File: src/rtl/jogo_desafio_memoria_pkg.sv
// Shared definitions for the memory game: FSM encodings and round limits.
package jogo_desafio_memoria_pkg;

    typedef enum logic [4:0] {
        inicial          = 5'b00000,
        preparacao       = 5'b00001,
        inicia_rodada    = 5'b00010,
        mostra_led       = 5'b00011,
        proximo_led      = 5'b00100,
        mostra_apagado   = 5'b00101,
        zera_endereco    = 5'b00110,
        espera_jogada    = 5'b00111,
        registra         = 5'b01000,
        compara          = 5'b01001,
        proxima_jogada   = 5'b01010,
        proxima_rodada   = 5'b01100,
        espera_escrita   = 5'b01101,
        registra_escrita = 5'b01110,
        escreve          = 5'b01111,
        fim_ganhou       = 5'b11101,
        fim_perdeu       = 5'b11110,
        fim_timeout      = 5'b11111
    } estado_t;

    localparam int unsigned DADO_W       = 4;
    localparam logic [3:0]  LIMITE_MODO0 = 4'd15;
    localparam logic [3:0]  LIMITE_MODO1 = 4'd7;
    localparam logic [3:0]  DADO_INICIAL = 4'b0001;

    // Last round index for the latched mode (0: 16 rounds, 1: 8 rounds)
    function automatic logic [3:0] ultimo_limite(input logic modo);
        return modo ? LIMITE_MODO1 : LIMITE_MODO0;
    endfunction

endpackage

File: src/rtl/jogo_desafio_memoria_hexa7seg.sv
// Hex digit to active-low 7-segment decoder, segment order gfedcba.
module hexa7seg (
    input  logic [3:0] hexa,
    output logic [6:0] display
);

    // Segment lookup
    always_comb begin
        display = 7'b1111111;
        case (hexa)
            4'h0: display = 7'b1000000;
            4'h1: display = 7'b1111001;
            4'h2: display = 7'b0100100;
            4'h3: display = 7'b0110000;
            4'h4: display = 7'b0011001;
            4'h5: display = 7'b0010010;
            4'h6: display = 7'b0000010;
            4'h7: display = 7'b1111000;
            4'h8: display = 7'b0000000;
            4'h9: display = 7'b0010000;
            4'hA: display = 7'b0001000;
            4'hB: display = 7'b0000011;
            4'hC: display = 7'b1000110;
            4'hD: display = 7'b0100001;
            4'hE: display = 7'b0000110;
            4'hF: display = 7'b0001110;
            default: display = 7'b1111111;
        endcase
    end

endmodule

File: src/rtl/jogo_desafio_memoria_unidade_controle.sv
// Game controller: sequencing of replay, player checking and sequence extension.
module unidade_controle
    import jogo_desafio_memoria_pkg::*;
(
    input  logic    clock,
    input  logic    reset,
    input  logic    jogar,
    input  logic    jogada,
    input  logic    igual,
    input  logic    endereco_igual_limite,
    input  logic    limite_ultimo,
    input  logic    timeout_en,
    input  logic    fim_led,
    input  logic    fim_apagado,
    input  logic    fim_espera,
    output estado_t estado,
    output logic    zera_timer_c,
    output logic    zera_endereco_c,
    output logic    conta_endereco_c,
    output logic    zera_limite_c,
    output logic    conta_limite_c,
    output logic    registra_jogada_c,
    output logic    escreve_c,
    output logic    carrega_config_c
);

    estado_t Eatual;
    estado_t Eprox;

    assign estado = Eatual;

    // State register
    always_ff @(posedge clock or posedge reset) begin
        if (reset) Eatual <= inicial;
        else       Eatual <= Eprox;
    end

    // Next state and datapath strobes
    always_comb begin
        Eprox             = Eatual;
        zera_endereco_c   = 1'b0;
        conta_endereco_c  = 1'b0;
        zera_limite_c     = 1'b0;
        conta_limite_c    = 1'b0;
        registra_jogada_c = 1'b0;
        escreve_c         = 1'b0;
        carrega_config_c  = 1'b0;
        case (Eatual)
            inicial: if (jogar) Eprox = preparacao;
            preparacao: begin
                zera_limite_c    = 1'b1;
                zera_endereco_c  = 1'b1;
                carrega_config_c = 1'b1;
                Eprox            = inicia_rodada;
            end
            inicia_rodada: begin
                zera_endereco_c = 1'b1;
                Eprox           = mostra_led;
            end
            mostra_led: if (fim_led) Eprox = mostra_apagado;
            mostra_apagado: if (fim_apagado)
                Eprox = endereco_igual_limite ? zera_endereco : proximo_led;
            proximo_led: begin
                conta_endereco_c = 1'b1;
                Eprox            = mostra_led;
            end
            zera_endereco: begin
                zera_endereco_c = 1'b1;
                Eprox           = espera_jogada;
            end
            espera_jogada: begin
                if (jogada)                        Eprox = registra;
                else if (timeout_en && fim_espera) Eprox = fim_timeout;
            end
            registra: begin
                registra_jogada_c = 1'b1;
                Eprox             = compara;
            end
            compara: begin
                if (!igual)                      Eprox = fim_perdeu;
                else if (!endereco_igual_limite) Eprox = proxima_jogada;
                else if (limite_ultimo)          Eprox = fim_ganhou;
                else                             Eprox = espera_escrita;
            end
            proxima_jogada: begin
                conta_endereco_c = 1'b1;
                Eprox            = espera_jogada;
            end
            espera_escrita: begin
                if (jogada)                        Eprox = registra_escrita;
                else if (timeout_en && fim_espera) Eprox = fim_timeout;
            end
            registra_escrita: begin
                registra_jogada_c = 1'b1;
                conta_endereco_c  = 1'b1;
                Eprox             = escreve;
            end
            escreve: begin
                escreve_c = 1'b1;
                Eprox     = proxima_rodada;
            end
            proxima_rodada: begin
                conta_limite_c = 1'b1;
                Eprox          = inicia_rodada;
            end
            fim_ganhou, fim_perdeu, fim_timeout: if (jogar) Eprox = preparacao;
            default: Eprox = inicial;
        endcase
        // Every state change restarts the shared cycle timer
        zera_timer_c = (Eprox != Eatual);
    end

endmodule

File: src/rtl/jogo_desafio_memoria.sv
// Simon-style memory game: controller, datapath and debug displays.
module jogo_desafio_memoria
    import jogo_desafio_memoria_pkg::*;
#(
    parameter int unsigned T_LED     = 1000,
    parameter int unsigned T_APAGADO = 500,
    parameter int unsigned T_TIMEOUT = 5000
) (
    input  logic       clock,
    input  logic       reset,
    input  logic       jogar,
    input  logic [1:0] configuracao,
    input  logic [3:0] botoes,
    output logic [3:0] leds,
    output logic [2:0] leds_rgb,
    output logic       ganhou,
    output logic       perdeu,
    output logic       timeout,
    output logic       pronto,
    output logic       db_igual,
    output logic       db_clock,
    output logic       db_iniciar,
    output logic       db_enderecoIgualLimite,
    output logic       db_timeout,
    output logic       db_modo,
    output logic       db_configuracao,
    output logic       db_escrita,
    output logic [6:0] db_contagem,
    output logic [6:0] db_memoria,
    output logic [6:0] db_estado,
    output logic [6:0] db_jogadafeita,
    output logic [6:0] db_limite_rodada
);

    localparam int unsigned T_MAX = (T_LED > T_APAGADO)
        ? ((T_LED > T_TIMEOUT) ? T_LED : T_TIMEOUT)
        : ((T_APAGADO > T_TIMEOUT) ? T_APAGADO : T_TIMEOUT);
    localparam int unsigned TIMER_W = $clog2(T_MAX + 1);

    estado_t             estado;
    logic [4:0]          estado_bits;
    logic [3:0]          endereco, limite;
    logic [DADO_W-1:0]   jogada_r, botoes_r, mem_dado;
    logic [DADO_W-1:0]   mem [16];
    logic                modo_r, timeout_en_r;
    logic [TIMER_W-1:0]  timer;
    logic                jogada_c, igual_c, endereco_igual_limite_c;
    logic                zera_timer_c, zera_endereco_c, conta_endereco_c;
    logic                zera_limite_c, conta_limite_c, registra_jogada_c;
    logic                escreve_c, carrega_config_c;

    unidade_controle u_uc (
        .clock                 (clock),
        .reset                 (reset),
        .jogar                 (jogar),
        .jogada                (jogada_c),
        .igual                 (igual_c),
        .endereco_igual_limite (endereco_igual_limite_c),
        .limite_ultimo         (limite == ultimo_limite(modo_r)),
        .timeout_en            (timeout_en_r),
        .fim_led               (timer == TIMER_W'(T_LED - 1)),
        .fim_apagado           (timer == TIMER_W'(T_APAGADO - 1)),
        .fim_espera            (timer == TIMER_W'(T_TIMEOUT - 1)),
        .estado                (estado),
        .zera_timer_c          (zera_timer_c),
        .zera_endereco_c       (zera_endereco_c),
        .conta_endereco_c      (conta_endereco_c),
        .zera_limite_c         (zera_limite_c),
        .conta_limite_c        (conta_limite_c),
        .registra_jogada_c     (registra_jogada_c),
        .escreve_c             (escreve_c),
        .carrega_config_c      (carrega_config_c)
    );

    // Counters, jogada/config registers, button history and cycle timer
    always_ff @(posedge clock or posedge reset) begin
        if (reset) begin
            endereco     <= '0;
            limite       <= '0;
            jogada_r     <= '0;
            botoes_r     <= '0;
            modo_r       <= 1'b0;
            timeout_en_r <= 1'b0;
            timer        <= '0;
        end else begin
            botoes_r <= botoes;
            if (zera_endereco_c)       endereco <= '0;
            else if (conta_endereco_c) endereco <= endereco + 4'd1;
            if (zera_limite_c)         limite <= '0;
            else if (conta_limite_c)   limite <= limite + 4'd1;
            // botoes_r holds the press that caused the jump into registra*
            if (registra_jogada_c)     jogada_r <= botoes_r;
            if (carrega_config_c) begin
                modo_r       <= configuracao[0];
                timeout_en_r <= configuracao[1];
            end
            if (zera_timer_c)          timer <= '0;
            else if (timer != '1)      timer <= timer + TIMER_W'(1);
        end
    end

    // Sequence RAM; word 0 is the fixed first step and is never written
    always_ff @(posedge clock) begin
        if (escreve_c && endereco != 4'd0) mem[endereco] <= jogada_r;
    end

    assign mem_dado                = (endereco == 4'd0) ? DADO_INICIAL : mem[endereco];
    assign jogada_c                = (|botoes) & ~(|botoes_r);
    assign igual_c                 = (jogada_r == mem_dado);
    assign endereco_igual_limite_c = (endereco == limite);
    assign estado_bits             = estado;

    assign leds    = (estado == mostra_led) ? mem_dado : '0;
    assign ganhou  = (estado == fim_ganhou);
    assign perdeu  = (estado == fim_perdeu);
    assign timeout = (estado == fim_timeout);
    assign pronto  = ganhou | perdeu | timeout;

    // Status colour {R,G,B}
    always_comb begin
        leds_rgb = 3'b000;
        case (estado)
            fim_ganhou:                 leds_rgb = 3'b010;
            fim_perdeu, fim_timeout:    leds_rgb = 3'b100;
            inicia_rodada, mostra_led,
            proximo_led, mostra_apagado: leds_rgb = 3'b001;
            default:                    leds_rgb = 3'b000;
        endcase
    end

    assign db_igual               = igual_c;
    assign db_clock               = clock;
    assign db_iniciar             = jogar;
    assign db_enderecoIgualLimite = endereco_igual_limite_c;
    assign db_timeout             = timeout;
    assign db_modo                = modo_r;
    assign db_configuracao        = timeout_en_r;
    assign db_escrita             = escreve_c;

    hexa7seg u_hex_contagem (.hexa(endereco),         .display(db_contagem));
    hexa7seg u_hex_memoria  (.hexa(mem_dado),         .display(db_memoria));
    hexa7seg u_hex_estado   (.hexa(estado_bits[3:0]), .display(db_estado));
    hexa7seg u_hex_jogada   (.hexa(jogada_r),         .display(db_jogadafeita));
    hexa7seg u_hex_limite   (.hexa(limite),           .display(db_limite_rodada));

endmodule

File: config.mk
export PLATFORM = sky130hd
export DESIGN_NAME = jogo_desafio_memoria
export DESIGN_NICKNAME = d
export VERILOG_FILES = /design/src/rtl/jogo_desafio_memoria_pkg.sv /design/src/rtl/jogo_desafio_memoria_hexa7seg.sv /design/src/rtl/jogo_desafio_memoria_unidade_controle.sv /design/src/rtl/jogo_desafio_memoria.sv
export SDC_FILE = /design/constraint.sdc
export NUM_CORES = 1
export LEC_CHECK = 0
export CAP_MARGIN = 0
export CORE_MARGIN = 2
export CORE_UTILIZATION = 40
export DETAILED_ROUTE_END_ITERATION = 6
export GPL_ROUTABILITY_DRIVEN = 0
export SLEW_MARGIN = 20
export SYNTH_ARGS = -nofsm -noshare
export SYNTH_HDL_FRONTEND = slang
export SYNTH_SLANG_ARGS = --single-unit
File: constraint.sdc
create_clock -name clock -period 3.3 [get_ports clock]
set_input_delay 0.66 -clock clock [delete_from_list [all_inputs] [get_ports clock]]
set_output_delay 0.66 -clock clock [all_outputs]
set_load 0.05 [all_outputs]
==> metrics.log, run 1 <==
[metrics] run status: complete, but fails checks
[metrics] violated checks: negative setup slack
[metrics] IO Pins: 63
[metrics] vias in the first global route: 5221
[metrics] data required time at the worst endpoint: 2.64 ns
[metrics] final core utilization: 55.3%
[metrics] DRC: 0
[metrics] flop and latch count out of synthesis: 100
[metrics] register area share after synthesis: 44.1%
[metrics] area of the die: 17000 µm²
[metrics] Slew HR: 40.6%
[metrics] Vias/cell: 5.56
[metrics] hold violation count in the final report: 0
[metrics] number of nets in the layout: 768
[metrics] Setup-failing EPs final: 8
[metrics] fraction of layout cells with a size suffix above 1: 32.0%
[metrics] global router's overall resource usage: 21.3%
[metrics] Fin Clk Skew: 0.00979 ns
[metrics] Hold Crit Depth: 2
[metrics] Horiz. Die Dim: 130 µm
[metrics] number of flops mapped to enable cells by yosys: 64
[metrics] worst ir drop on vdd: 0.607 mV
[metrics] vias after detailed routing: 5278
[metrics] maximum number of pins on one net before global-route repair: 37
[metrics] most used flip-flop cell after synthesis: edfxtp_1
[metrics] Worst Tran Pin Value: 0.882 ns
[metrics] slowest library cell on the worst path: mux4_2
[metrics] met2 track demand over resource in global routing: 33.5%
[metrics] GR Overflow Total: 0
[metrics] number of buffers and inverters on the critical path: 5
[metrics] Site Rows: 46
[metrics] TritonRoute pass-1 iters: 5
[metrics] DRC marker count from the first detailed-route iteration: 440
[metrics] Hold Crit Class: reg2reg
[metrics] fraction of power consumed by combinational cells: 45.2%
[metrics] fraction of registers with async set or reset after synthesis: 36.0%
[metrics] Worst setup EP type: output port
[metrics] cell family with most CP delay: buffers and inverters
[metrics] Maximum Capacitance Violations: 0
[metrics] r2r worst-path depth: 13
[metrics] Crit path depth: 11
[metrics] Worst Setup Path Type: reg2out
[metrics] internal power: 3.10 mW
[metrics] number of different library cells in the post-synthesis netlist: 78
[metrics] die height: 130 µm
[metrics] global-route track usage on met1: 29.2%
[metrics] number of port buffers: 62
[metrics] effective utilization at floorplan: 40.6%
[metrics] post-synthesis instance area: 6400 µm²
[metrics] share of total power consumed by net switching: 40.6%
[metrics] wire length of the first global-routing pass: 27.6 mm
[metrics] Yosys Warn Count: 0
[metrics] total count of max-transition violations in the final report: 0
[metrics] kind of launch point of the worst setup path: flip-flop
[metrics] area of the core region: 15800 µm²
[metrics] antenna violations before repair: 0
[metrics] worst stage delay on the critical path: 0.49 ns
[metrics] count of nets left with antenna violations after detail routing: 0
[metrics] DRT Wirelength: 17.6 mm
[metrics] crit path time final: 3.61 ns
[metrics] leading cell type in the layout, fill and taps excluded: buf_4
[metrics] Synth Instances: 591
[metrics] Power per Cell Area: 598 nW/µm²
[metrics] TritonCTS clock tree: done
[metrics] Antenna Cells: 0
[metrics] Routed WL per cell: 18.5 µm
[metrics] most frequent cells in the layout: 93 x buf_4, 64 x edfxtp_1, 48 x nand2_1
[metrics] clock latency of the later-clocked register in the worst-skew pair: 0.47 ns
[metrics] power spent charging and discharging nets: 2.12 mW
[metrics] static leakage: 3.59 nW
[metrics] area overhead of the layout relative to synthesis: 36.4%
[metrics] data arrival time of the critical path: 2.95 ns
[metrics] part of the power in registers: 30.2%
[metrics] clock group share of total power: 24.6%
[metrics] Setup WS post-layout: -0.311 ns
[metrics] detailed placement HPWL: 12.6 mm
[metrics] unrepaired setup endpoints after global routing: true
[metrics] Max Clock Freq: 277 MHz
[metrics] gr busiest metal: met2
[metrics] Post-CTS Hold Buffers: 0
[metrics] final worst path period share: 109%
[metrics] critical path peak fanout: 7
[metrics] clock transition time at the flip-flop clock pins of the worst setup and hold paths: 0.08 ns
[metrics] M3 GR Usage: 3.46%
[metrics] hold_ws: 0.488 ns
[metrics] critical path, cell by cell: buf_6, mux4_2, o22ai_2, buf_4, a21o_1, buf_6, ha_4, buf_4, o21ai_2, o22ai_2, buf_12
[metrics] synthesized area divided by synthesized cell count: 10.8 µm²
worst min-delay path, stage by stage (launching register included):
cell	delay (ns)
dfrtp_1	0.35
nand2_1	0.05
o21ai_0	0.06
kinds of logic (layout without fill, tap and decap cells):
family	count (synthesis)	in the layout	share of synthesized area, %
mux	43	43	9.48
buf+inv	65	205	4.77
fa+ha+maj	30	30	5.87
compound gates	111	111	13.5
xor+xnor	26	26	3.85
simple gates	215	215	18.4
flops	100	100	44.1
other cells	1	4	0.0586
flip-flops by register name, summed over array words and instances, names as in the netlist:
name             cells
db_modo              1
u_uc.estado          5
endereco             4
jogada_r             4
mem                 64
db_configuracao      1
timer               13
botoes_r             4
limite               4
what timing repair did:
action                                  in CTS  in global routing
pin swaps                                   19                 16
resized for setup                           44                 31
buffers inserted                            14                  7
endpoints found under the setup margin      28                 34
layer usage:
metal | up-vias | wire [µm]
met1 | 2591 | 7870
li1 | 2468 | -
met2 | 188 | 8360
met4 | 0 | 416
met3 | 31 | 920
met5 | - | 0
per-stage QoR:
step                std cells  total power, mW  instance area (µm²)  setup TNS (ns)  setup WS, ns
CTS                       943             5.19                 8570           -1.92        -0.271
floorplan                 594             3.12                 6540          -0.175        -0.116
detailed placement        910             3.94                 7930           -1.59        -0.138
global route              950             5.47                 8730           -2.82        -0.382
finish                    950             5.22                 8730           -2.09        -0.311
global placement          910             3.91                 7930          -0.274       -0.0459
synth_stat cells, drive strengths merged, types with 4 or more instances:
library cell | number | share of area [%]
a21oi | 19 | 1.7
o31ai | 7 | 0.90
and3 | 7 | 0.68
ha | 30 | 5.9
or3 | 4 | 0.39
edfxtp | 64 | 30
a211oi | 8 | 1.1
nor2 | 49 | 2.9
a22o | 6 | 0.96
mux2i | 22 | 3.4
a31oi | 5 | 0.72
nand2b | 11 | 1.2
nand3 | 12 | 0.94
xnor2 | 11 | 1.8
inv | 26 | 1.5
o21ai | 21 | 1.6
dfrtp | 36 | 14
xor2 | 15 | 2.1
nand4 | 7 | 0.68
a21o | 4 | 0.47
nor3 | 19 | 1.6
nor2b | 12 | 1.2
a22oi | 5 | 0.74
mux2 | 8 | 1.5
nand2 | 49 | 2.9
or2 | 4 | 0.39
mux4 | 13 | 4.6
nor4 | 18 | 2.7
clkbuf | 16 | 0.94
and2 | 8 | 0.78
buf | 21 | 2.2
o22ai | 7 | 0.68
power by group through the flow:
stage          logic (mW)  clock network (mW)  registers (mW)
6_report             2.36                1.29            1.57
5_1_grt              2.52                1.36            1.59
4_1_cts              2.30                1.31            1.58
3_5_place_dp         2.26              0.0699            1.60
3_3_place_gp         2.24              0.0699            1.60
2_1_floorplan        1.41              0.0653            1.65
layout make-up:
cell class	instances	area (µm²)
Fill cell	1354	7040
Inverter	28	108
Clock buffer	13	310
Multi-Input combinational cell	429	3550
Sequential cell	100	2830
Timing Repair Buffer	157	1590
Tap cell	216	270
Clock inverter	7	70.1
path summary, 6_finish.rpt:
path / startpoint / endpoint / slack [ns]
min in group asynchronous: reset / limite[0] / 0.61
worst max register to register: endereco[1] / timer[12] / 0.17
worst min register to register: botoes_r[1] / jogada_r[1] / 0.49
worst max-delay path: endereco[1] / db_memoria[4] / -0.31
max in group asynchronous: reset / endereco[0] / 2.31
worst min-delay path: botoes_r[1] / jogada_r[1] / 0.49
Note: power is estimated with default switching activity, not from simulation.
==> run 2: changes to the inputs <==
Settings changed: CORE_UTILIZATION 40 to 52, PLACE_DENSITY set to 0.77.
==> metrics.log, run 2 (same netlist as run 1, synthesis figures left out) <==
[metrics] fraction of power consumed by combinational cells: 45.6% (was 45.2%)
[metrics] leading cell type in the layout, fill and taps excluded: buf_4 (unchanged)
[metrics] endpoint of the worst-slack reg-to-reg timing path: timer[10] (was timer[12])
[metrics] total count of max-transition violations in the final report: 0 (unchanged)
[metrics] Worst Setup Path Type: reg2out (unchanged)
[metrics] Power per Cell Area: 627 nW/µm² (was 598 nW/µm²)
[metrics] Post-Layout Inst Area: 8440 µm² (was 8730 µm²)
[metrics] number of port buffers: 62 (unchanged)
[metrics] most frequent cells in the layout: 72 x buf_4, 64 x edfxtp_1, 48 x nand2_1 (was 93 x buf_4, 64 x edfxtp_1, 48 x nand2_1)
[metrics] effective utilization at floorplan: 53.3% (was 40.6%)
[metrics] area overhead of the layout relative to synthesis: 31.9% (was 36.4%)
[metrics] IO Pins: 63 (unchanged)
[metrics] power spent charging and discharging nets: 2.18 mW (was 2.12 mW)
[metrics] internal power: 3.12 mW (was 3.10 mW)
[metrics] GR Overflow Total: 0 (unchanged)
[metrics] total chip power: 5.29 mW (was 5.22 mW)
[metrics] critical path capture point: db_igual (was db_memoria[4])
[metrics] DRC marker count from the first detailed-route iteration: 612 (was 440)
[metrics] final worst path period share: 111% (was 109%)
[metrics] Hold Startpoint: botoes_r[1] (unchanged)
[metrics] number of cells in the finished layout apart from fillers: 858 (was 950)
[metrics] DRT Wirelength: 17.9 mm (was 17.6 mm)
[metrics] total placed cells including tap cells: 825 (was 910)
[metrics] violated checks: negative setup slack (unchanged)
[metrics] maximum number of pins on one net before global-route repair: 37 (unchanged)
[metrics] part of the power in registers: 30.0% (was 30.2%)
[metrics] fraction of layout cells with a size suffix above 1: 29.7% (was 32.0%)
[metrics] worst ir drop on vdd: 1.02 mV (was 0.607 mV)
[metrics] antenna violations before repair: 0 (unchanged)
[metrics] critical path peak fanout: 7 (unchanged)
[metrics] pre-CTS worst setup slack: -0.122 ns (was -0.138 ns)
[metrics] TritonCTS clock tree: done (unchanged)
[metrics] Setup WS post-layout: -0.355 ns (was -0.311 ns)
[metrics] beginning of the critical path: endereco[1] (unchanged)
[metrics] TNS Setup: -2.53 ns (was -2.09 ns)
[metrics] die height: 115 µm (was 130 µm)
[metrics] TritonRoute pass-1 iters: 5 (unchanged)
[metrics] share of total power consumed by net switching: 41.1% (was 40.6%)
[metrics] hold violation count in the final report: 0 (unchanged)
[metrics] DRC: 0 (unchanged)
[metrics] filler cell count in the final layout: 814 (was 1354)
[metrics] unrepaired setup endpoints after global routing: true (unchanged)
[metrics] final core utilization: 70.3% (was 55.3%)
[metrics] Maximum Capacitance Violations: 0 (unchanged)
[metrics] Max Clock Freq: 274 MHz (was 277 MHz)
[metrics] area of the die: 13200 µm² (was 17000 µm²)
[metrics] clock group share of total power: 24.4% (was 24.6%)
[metrics] crit path time final: 3.65 ns (was 3.61 ns)
[metrics] hold_ws: 0.513 ns (was 0.488 ns)
[metrics] clock latency of the later-clocked register in the worst-skew pair: 0.47 ns (about the same)
[metrics] Setup-failing EPs final: 9 (was 8)
[metrics] Post-Place Cell Area: 7700 µm² (was 7930 µm²)
[metrics] wire length of the first global-routing pass: 27.3 mm (was 27.6 mm)
[metrics] most frequent CP cell: buf_12
[metrics] data required time at the worst endpoint: 2.64 ns (about the same)
[metrics] static leakage: 3.37 nW (was 3.59 nW)
[metrics] r2r worst-path depth: 14 (was 13)
[metrics] clock transition time at the flip-flop clock pins of the worst setup and hold paths: 0.08 ns (about the same)
[metrics] worst flop-to-flop path startpoint: endereco[1] (unchanged)
[metrics] number of nets in the layout: 745 (was 768)
[metrics] count of nets left with antenna violations after detail routing: 0 (unchanged)
[metrics] Antenna Cells: 0 (unchanged)
[metrics] vias after detailed routing: 5375 (was 5278)
[metrics] Routed WL per cell: 20.9 µm (was 18.5 µm)
[metrics] run status: complete, but fails checks (unchanged)
[metrics] Slew HR: 30.3% (was 40.6%)
[metrics] slowest library cell on the worst path: mux4_2 (unchanged)
[metrics] global router's overall resource usage: 27.0% (was 21.3%)
[metrics] Vias/cell: 6.26 (was 5.56)
[metrics] worst stage delay on the critical path: 0.54 ns (was 0.49 ns)
[metrics] Site Rows: 40 (was 46)
[metrics] max reg flops: 64 (unchanged)
[metrics] detailed placement HPWL: 12.1 mm (was 12.6 mm)
[metrics] data arrival time of the critical path: 2.99 ns (was 2.95 ns)
[metrics] Fin Clk Skew: 0.0142 ns (was 0.00979 ns)
[metrics] Horiz. Die Dim: 115 µm (was 130 µm)
[metrics] register containing the most flip-flops in the final layout: mem (unchanged)
[metrics] setup slack of the worst register-to-register path: 0.12 ns (was 0.17 ns)
[metrics] area of the core region: 12000 µm² (was 15800 µm²)
[metrics] Worst Tran Pin Value: 1.04 ns (was 0.882 ns)
[metrics] vias in the first global route: 5226 (was 5221)
[metrics] Worst setup EP type: output port (unchanged)
[metrics] Post-CTS Hold Buffers: 0 (unchanged)
[metrics] critical path, cell by cell: buf_12, buf_12, mux2i_2, mux4_2, a21o_4, buf_6, xnor2_4, nand2_2, a21oi_4, buf_6, buf_12 (was buf_6, mux4_2, o22ai_2, buf_4, a21o_1, buf_6, ha_4, buf_4, o21ai_2, o22ai_2, buf_12)
[metrics] Hold Crit Class: reg2reg (unchanged)
[metrics] kind of launch point of the worst setup path: flip-flop (unchanged)
run 2: worst min-delay path by stage:
stage	depth (start not counted)	endpoint
3_5_place_dp	2	jogada_r[1]
2_1_floorplan	2	jogada_r[1]
3_3_place_gp	2	jogada_r[2]
6_report	2	jogada_r[1]
4_1_cts	2	jogada_r[1]
5_1_grt	2	jogada_r[1]
run 2: critical path, delay by kind of cell, from the launching register on:
family / cells / cell delay [ns]
AOI/OAI and AO/OA: 2 / 0.44
xor gates and xnor gates: 1 / 0.15
buffers and inverters: 5 / 0.69
DFF: 1 / 0.44
muxes: 2 / 0.68
and+or+nand+nor: 1 / 0.11
run 2: metal layers:
layer / global-route usage [%] / vias up / routed length, µm / part of all wire [%]
li1: - / 2417 / - / -
met1: 37.1 / 2597 / 7330 / 41
met2: 42.0 / 303 / 8640 / 48
met3: 5.01 / 58 / 1460 / 8.1
met4: 12.4 / 0 / 476 / 2.7
met5: 0 / - / 0 / 0
run 2: what timing repair did:
item                       CTS  global route
gates cloned                 0             1
pin swaps                    7            15
setup endpoints to repair   28            30
gates resized for setup     35            30
buffers inserted             6             8
run 2: cell type report:
type	count	area, µm²	area share [%]
Tap cell	147	184	2.18
Clock buffer	13	310	3.68
Multi-Input combinational cell	429	3540	41.9
Sequential cell	100	2830	33.5
Inverter	28	110	1.30
Clock inverter	7	63.8	0.756
Timing Repair Buffer	134	1400	16.6
run 2: power groups by stage:
stage	Combinational, mW	Sequential [mW]	Clock, mW
final	2.41	1.59	1.29
after global routing	2.55	1.60	1.36
after CTS	2.32	1.58	1.30
after detailed placement	2.27	1.61	0.0699
after global placement	2.23	1.60	0.0699
after floorplan	1.41	1.65	0.0653
